--- config.mk ---
export PLATFORM = sky130hd
export DESIGN_NAME = present_round_ctrl
export DESIGN_NICKNAME = d
export VERILOG_FILES = /design/src/rtl/present_round_ctrl.sv
export SDC_FILE = /design/constraint.sdc
export NUM_CORES = 1
export LEC_CHECK = 0
export CAP_MARGIN = 25
export CELL_PAD_IN_SITES_DETAIL_PLACEMENT = 1
export CELL_PAD_IN_SITES_GLOBAL_PLACEMENT = 1
export CORE_MARGIN = 4
export CORE_UTILIZATION = 30
export DETAILED_ROUTE_END_ITERATION = 10
export DONT_BUFFER_PORTS = 1
export PLACE_DENSITY = 0.59
export SYNTH_ARGS = -nofsm -noshare
export SYNTH_HDL_FRONTEND = slang
export SYNTH_SLANG_ARGS = --single-unit
--- constraint.sdc ---
create_clock -name clock -period 1.9 [get_ports clock]
set_input_delay 0.19 -clock clock [delete_from_list [all_inputs] [get_ports clock]]
set_output_delay 0.19 -clock clock [all_outputs]
set_load 0.01 [all_outputs]
--- src/rtl/present_round_ctrl.sv ---
// Iterative PRESENT-80 encryption controller.
// One shared round datapath (addRoundKey -> sLayer -> pLayer) is applied once per
// enabled clock for ROUNDS rounds, followed by a single key-whitening step that
// produces the ciphertext. The 80-bit key schedule runs on the fly alongside.
module present_round_ctrl #(
  parameter int unsigned ROUNDS = 31
) (
  input  logic        clock,
  input  logic        reset_n,
  input  logic        enable,
  input  logic        start,
  input  logic [63:0] plaintext,
  input  logic [79:0] key,
  output logic        busy,
  output logic        done,
  output logic [63:0] ciphertext,
  output logic [4:0]  round_count
);

  // FSM encoding
  localparam logic [1:0] StIdle  = 2'd0;
  localparam logic [1:0] StRound = 2'd1;
  localparam logic [1:0] StFinal = 2'd2;

  localparam logic [4:0] LastRound = 5'(ROUNDS);

  // ---------------------------------------------------------------------------
  // PRESENT primitives
  // ---------------------------------------------------------------------------

  function automatic logic [3:0] sbox4(input logic [3:0] x);
    logic [3:0] y;
    unique case (x)
      4'h0: y = 4'hC;
      4'h1: y = 4'h5;
      4'h2: y = 4'h6;
      4'h3: y = 4'hB;
      4'h4: y = 4'h9;
      4'h5: y = 4'h0;
      4'h6: y = 4'hA;
      4'h7: y = 4'hD;
      4'h8: y = 4'h3;
      4'h9: y = 4'hE;
      4'hA: y = 4'hF;
      4'hB: y = 4'h8;
      4'hC: y = 4'h4;
      4'hD: y = 4'h7;
      4'hE: y = 4'h1;
      default: y = 4'h2;
    endcase
    return y;
  endfunction

  // Sixteen parallel 4-bit S-boxes across the state.
  function automatic logic [63:0] s_layer(input logic [63:0] x);
    logic [63:0] y;
    y = '0;
    for (int n = 0; n < 16; n++) begin
      y[4*n +: 4] = sbox4(x[4*n +: 4]);
    end
    return y;
  endfunction

  // Bit i moves to position 16*i mod 63; bit 63 stays put. Pure wiring.
  function automatic logic [63:0] p_layer(input logic [63:0] x);
    logic [63:0] y;
    y = '0;
    for (int i = 0; i < 63; i++) begin
      y[6'((i * 16) % 63)] = x[i];
    end
    y[63] = x[63];
    return y;
  endfunction

  // One step of the 80-bit key schedule for round counter rc.
  function automatic logic [79:0] key_update(input logic [79:0] k, input logic [4:0] rc);
    logic [79:0] r;
    r          = {k[18:0], k[79:19]};  // rotate left by 61
    r[79:76]   = sbox4(r[79:76]);
    r[19:15]   = r[19:15] ^ rc;
    return r;
  endfunction

  // ---------------------------------------------------------------------------
  // Registers
  // ---------------------------------------------------------------------------

  logic [1:0]  fsm_reg,   fsm_next;
  logic [63:0] state_reg, state_next;
  logic [79:0] key_reg,   key_next;
  logic [63:0] ct_reg,    ct_next;
  logic [4:0]  rc_reg,    rc_next;
  logic        busy_reg,  busy_next;
  logic        done_reg,  done_next;

  // Shared round datapath
  logic [63:0] round_key;
  logic [63:0] round_out;
  logic [79:0] key_sched;
  logic [63:0] whitened;

  // Round datapath and key schedule driven from the current registers.
  always_comb begin
    round_key = key_reg[79:16];
    whitened  = state_reg ^ round_key;
    round_out = p_layer(s_layer(whitened));
    key_sched = key_update(key_reg, rc_reg);
  end

  // Next-state logic; every register holds unless the FSM says otherwise.
  always_comb begin
    fsm_next   = fsm_reg;
    state_next = state_reg;
    key_next   = key_reg;
    ct_next    = ct_reg;
    rc_next    = rc_reg;
    busy_next  = busy_reg;
    done_next  = done_reg;

    case (fsm_reg)
      StIdle: begin
        done_next = 1'b0;
        if (start) begin
          state_next = plaintext;
          key_next   = key;
          rc_next    = 5'd1;
          busy_next  = 1'b1;
          fsm_next   = StRound;
        end
      end

      StRound: begin
        state_next = round_out;
        key_next   = key_sched;
        if (rc_reg == LastRound) begin
          fsm_next = StFinal;
        end else begin
          rc_next = rc_reg + 5'd1;
        end
      end

      StFinal: begin
        // Key register now holds K(ROUNDS+1), the whitening key.
        ct_next   = whitened;
        done_next = 1'b1;
        busy_next = 1'b0;
        rc_next   = 5'd0;
        fsm_next  = StIdle;
      end

      default: begin
        // Unreachable encoding: drop back to a clean idle.
        fsm_next  = StIdle;
        busy_next = 1'b0;
        done_next = 1'b0;
        rc_next   = 5'd0;
      end
    endcase
  end

  // State update on enabled edges; asynchronous clear on reset.
  always_ff @(posedge clock or negedge reset_n) begin
    if (!reset_n) begin
      fsm_reg   <= StIdle;
      state_reg <= '0;
      key_reg   <= '0;
      ct_reg    <= '0;
      rc_reg    <= '0;
      busy_reg  <= 1'b0;
      done_reg  <= 1'b0;
    end else if (enable) begin
      fsm_reg   <= fsm_next;
      state_reg <= state_next;
      key_reg   <= key_next;
      ct_reg    <= ct_next;
      rc_reg    <= rc_next;
      busy_reg  <= busy_next;
      done_reg  <= done_next;
    end
  end

  // Outputs come straight from registers.
  always_comb begin
    busy        = busy_reg;
    done        = done_reg;
    ciphertext  = ct_reg;
    round_count = rc_reg;
  end

endmodule

==> results of run 1 <==
[timing repair]
item	in CTS	in global routing
pin swaps	1	2
setup buffers	0	2
resized for setup	4	13
setup endpoints to repair	3	12
cloned	0	0
hold endpoints to repair	365	217
[cells in the mapped netlist (all sizes together) (7+ instances only)]
cell | n | share of area
a21oi | 40 | 0.018
xnor2 | 49 | 0.038
mux2i | 11 | 0.0098
nand3 | 42 | 0.019
nor2 | 107 | 0.036
nand2 | 293 | 0.098
mux4 | 9 | 0.019
dfrtp | 217 | 0.48
a31oi | 83 | 0.046
o22a | 10 | 0.0078
xor2 | 37 | 0.035
buf | 32 | 0.014
inv | 43 | 0.014
o22ai | 24 | 0.013
clkbuf | 43 | 0.014
ha | 31 | 0.035
mux2 | 23 | 0.023
a221o | 7 | 0.0062
o21ai | 79 | 0.035
[power by group]
group | total, mW | internal [mW] | switching, mW
Sequential | 7.31 | 5.80 | 1.50
Combinational | 10.3 | 4.77 | 5.56
Clock | 5.38 | 3.28 | 2.10
[layer usage]
metal | track usage | up-vias
met1 | 0.290 | 4942
li1 | - | 4626
met5 | 0 | -
met2 | 0.355 | 245
met4 | 0.0398 | 4
met3 | 0.0422 | 55
[path summary, 6_finish.rpt]
kind                                  to  slack [ps]
max                        state_reg[27]         110
min                        ciphertext[0]        -660
max reg2reg                state_reg[27]         110
min reg2reg                state_reg[43]         490
max in group asynchronous  state_reg[53]        2020
min in group clock         state_reg[10]          20
[through the flow]
step                      hold slack (ps)  worst slack, ps
after floorplan                      -106              100
after global placement              -95.0             31.0
after detailed placement            -95.6            -31.6
after CTS                            -668             2.51
after global routing                 -685             2.76
final                                -661              111
[final cells by class]
type                            instances  area (um2)
Fill cell                            4185       21900
Clock inverter                          9         124
Clock buffer                           40         795
Multi-Input combinational cell        897        5440
Tap cell                              468         586
Sequential cell                       217        5440
Antenna cell                            4        10.0
Inverter                               44         165
Timing Repair Buffer                  245        2340
[cell families (layout without fill, tap and decap cells)]
group | after synthesis | after routing | synth area share
flip-flops | 217 | 217 | 0.483
XOR/XNOR | 86 | 86 | 0.0727
AND/OR/NAND/NOR | 457 | 457 | 0.161
multiplexers | 43 | 43 | 0.0519
other | 0 | 4 | 0
buffers and inverters | 119 | 338 | 0.0433
adder cells (fa/ha/maj) | 31 | 31 | 0.0345
AO/OA/AOI/OAI | 280 | 280 | 0.153
[worst reg2reg max path, stage by stage, from the launching register on]
cell and delay, ps:
dfrtp_1 410, xnor2_1 260, inv_1 130, ha_1 200
mux4_1 470, nor2_1 130, o31ai_1 80
==> impl_metrics.toml, run 1 <==
[routing]
wl_um = 44100
drt-initial-drc-count = 514
drc = 0
drtAntennaViolNets = 0
wl_met3_um = 2340
dr.pass1.iters = 5
wl_met2_um = 21000
viasPerCell = 5.13
wl_per_cell_um = 22.9
top_layer = "met5"
wirelength_met1_um = 19900
num_vias = 9872

[critical_path]
worst-path-buf-inv = 1
r2r_start = "key_reg[61]"
crit_path_top_delay_cell = "mux4_1"
max_stage_delay_ps = 470
worstPathCellList = "xnor2_1 -> inv_1 -> ha_1 -> mux4_1 -> nor2_1 -> o31ai_1"
arrival_ps = 2200
start_kind = "register"
cp_top_family = "multiplexers"
crit_path_end_kind = "register"
cp_data_required_time_ps = 2310
cp.depth = 6
crit_start = "key_reg[61]"
cp_max_fo = 3
rr_worst_depth = 6
path_class = "reg -> reg"

[global_route]
grt_max_degree = 218
antenna_found_initial = 4
grt_pass1_wl_um = 67100
track_usage = 0.212
grt_pass1_vias = 10600
overflow = 0

[yosys]
ys.flop_type = "dfrtp_1"
synth_enable_flop_cells = 0
synthCells = 1233
async_flop_share = 1.00
yosysWarnings = 0
ys_types = 48
postSynthAreaPerCell_um2 = 9.11
ys_ff_latch = 217
synth_area_um2 = 11200
syn_nets = 1412
ys_seq_area_frac = 0.483

[floorplanning]
ioPinCount = 219
die_w_um = 202
core_um2 = 36800
die_y_um = 202
fp.dieArea_um2 = 40600
core.rowCount = 70
start_util = 0.305

[sta]
max_freq_mhz = 559
drv_slew = 0
slew_headroom = 0.411
clock_skew_ps = 12.3
worst_pin_slew_ps = 880
finalSetupViolCount = 0
whs_ps = -661
min_period_over_period = 0.942
hold_viol = 217
tns_ps = 0
period_minus_slack_ps = 1790
rsz0062_at_grt = "false"

[final_layout]
largest_reg_flops = 80
finalNonFillerCells = 1924
syn_to_final_growth_pct = 32.6
final_util = 0.405
drive_gt1_frac = 0.139
nets = 1611
layout_common_cells = "293 x nand2_1, 212 x dfrtp_1, 146 x dlygate4sd3_1"
final_cell_area_um2 = 14900
mostFrequentLayoutCell = "nand2_1"

[cts]
htreeDepth = 1
path_clk_slew_ps = 60
root_buffer = "clkbuf_16"
cts_tree = "done"
cts_hold_buf = 146
cts_buffers = 27
cts.sinks = 217
cts_max_path_buffers = 3
insertion_delay_ps = 550

[outcome]
violations = "hold timing"
outcome = "complete, but fails checks"

[flow_run]
drv_cap = 0

[pwr]
p_leak_nw = 6.73
total_power_mw = 23.0
power_density_nw_per_um2 = 1540
vdd_drop_max_uv = 785

[placement]
place.gp.congestion = 0.834
dpl-instance-area_um2 = 12400
place_inst = 1723
dp_hpwl_um = 32500
io_buffers = 0

[min_path]
hp-class = "in -> async"
No activity file was read; power rests on OpenSTA's default activity.
==> run 2, diff against run 1 <==
Settings changed: SLEW_MARGIN set to 20.
==> results of run 2 <==
No change in the layout: final DEF, timing and power equal those of run 1.
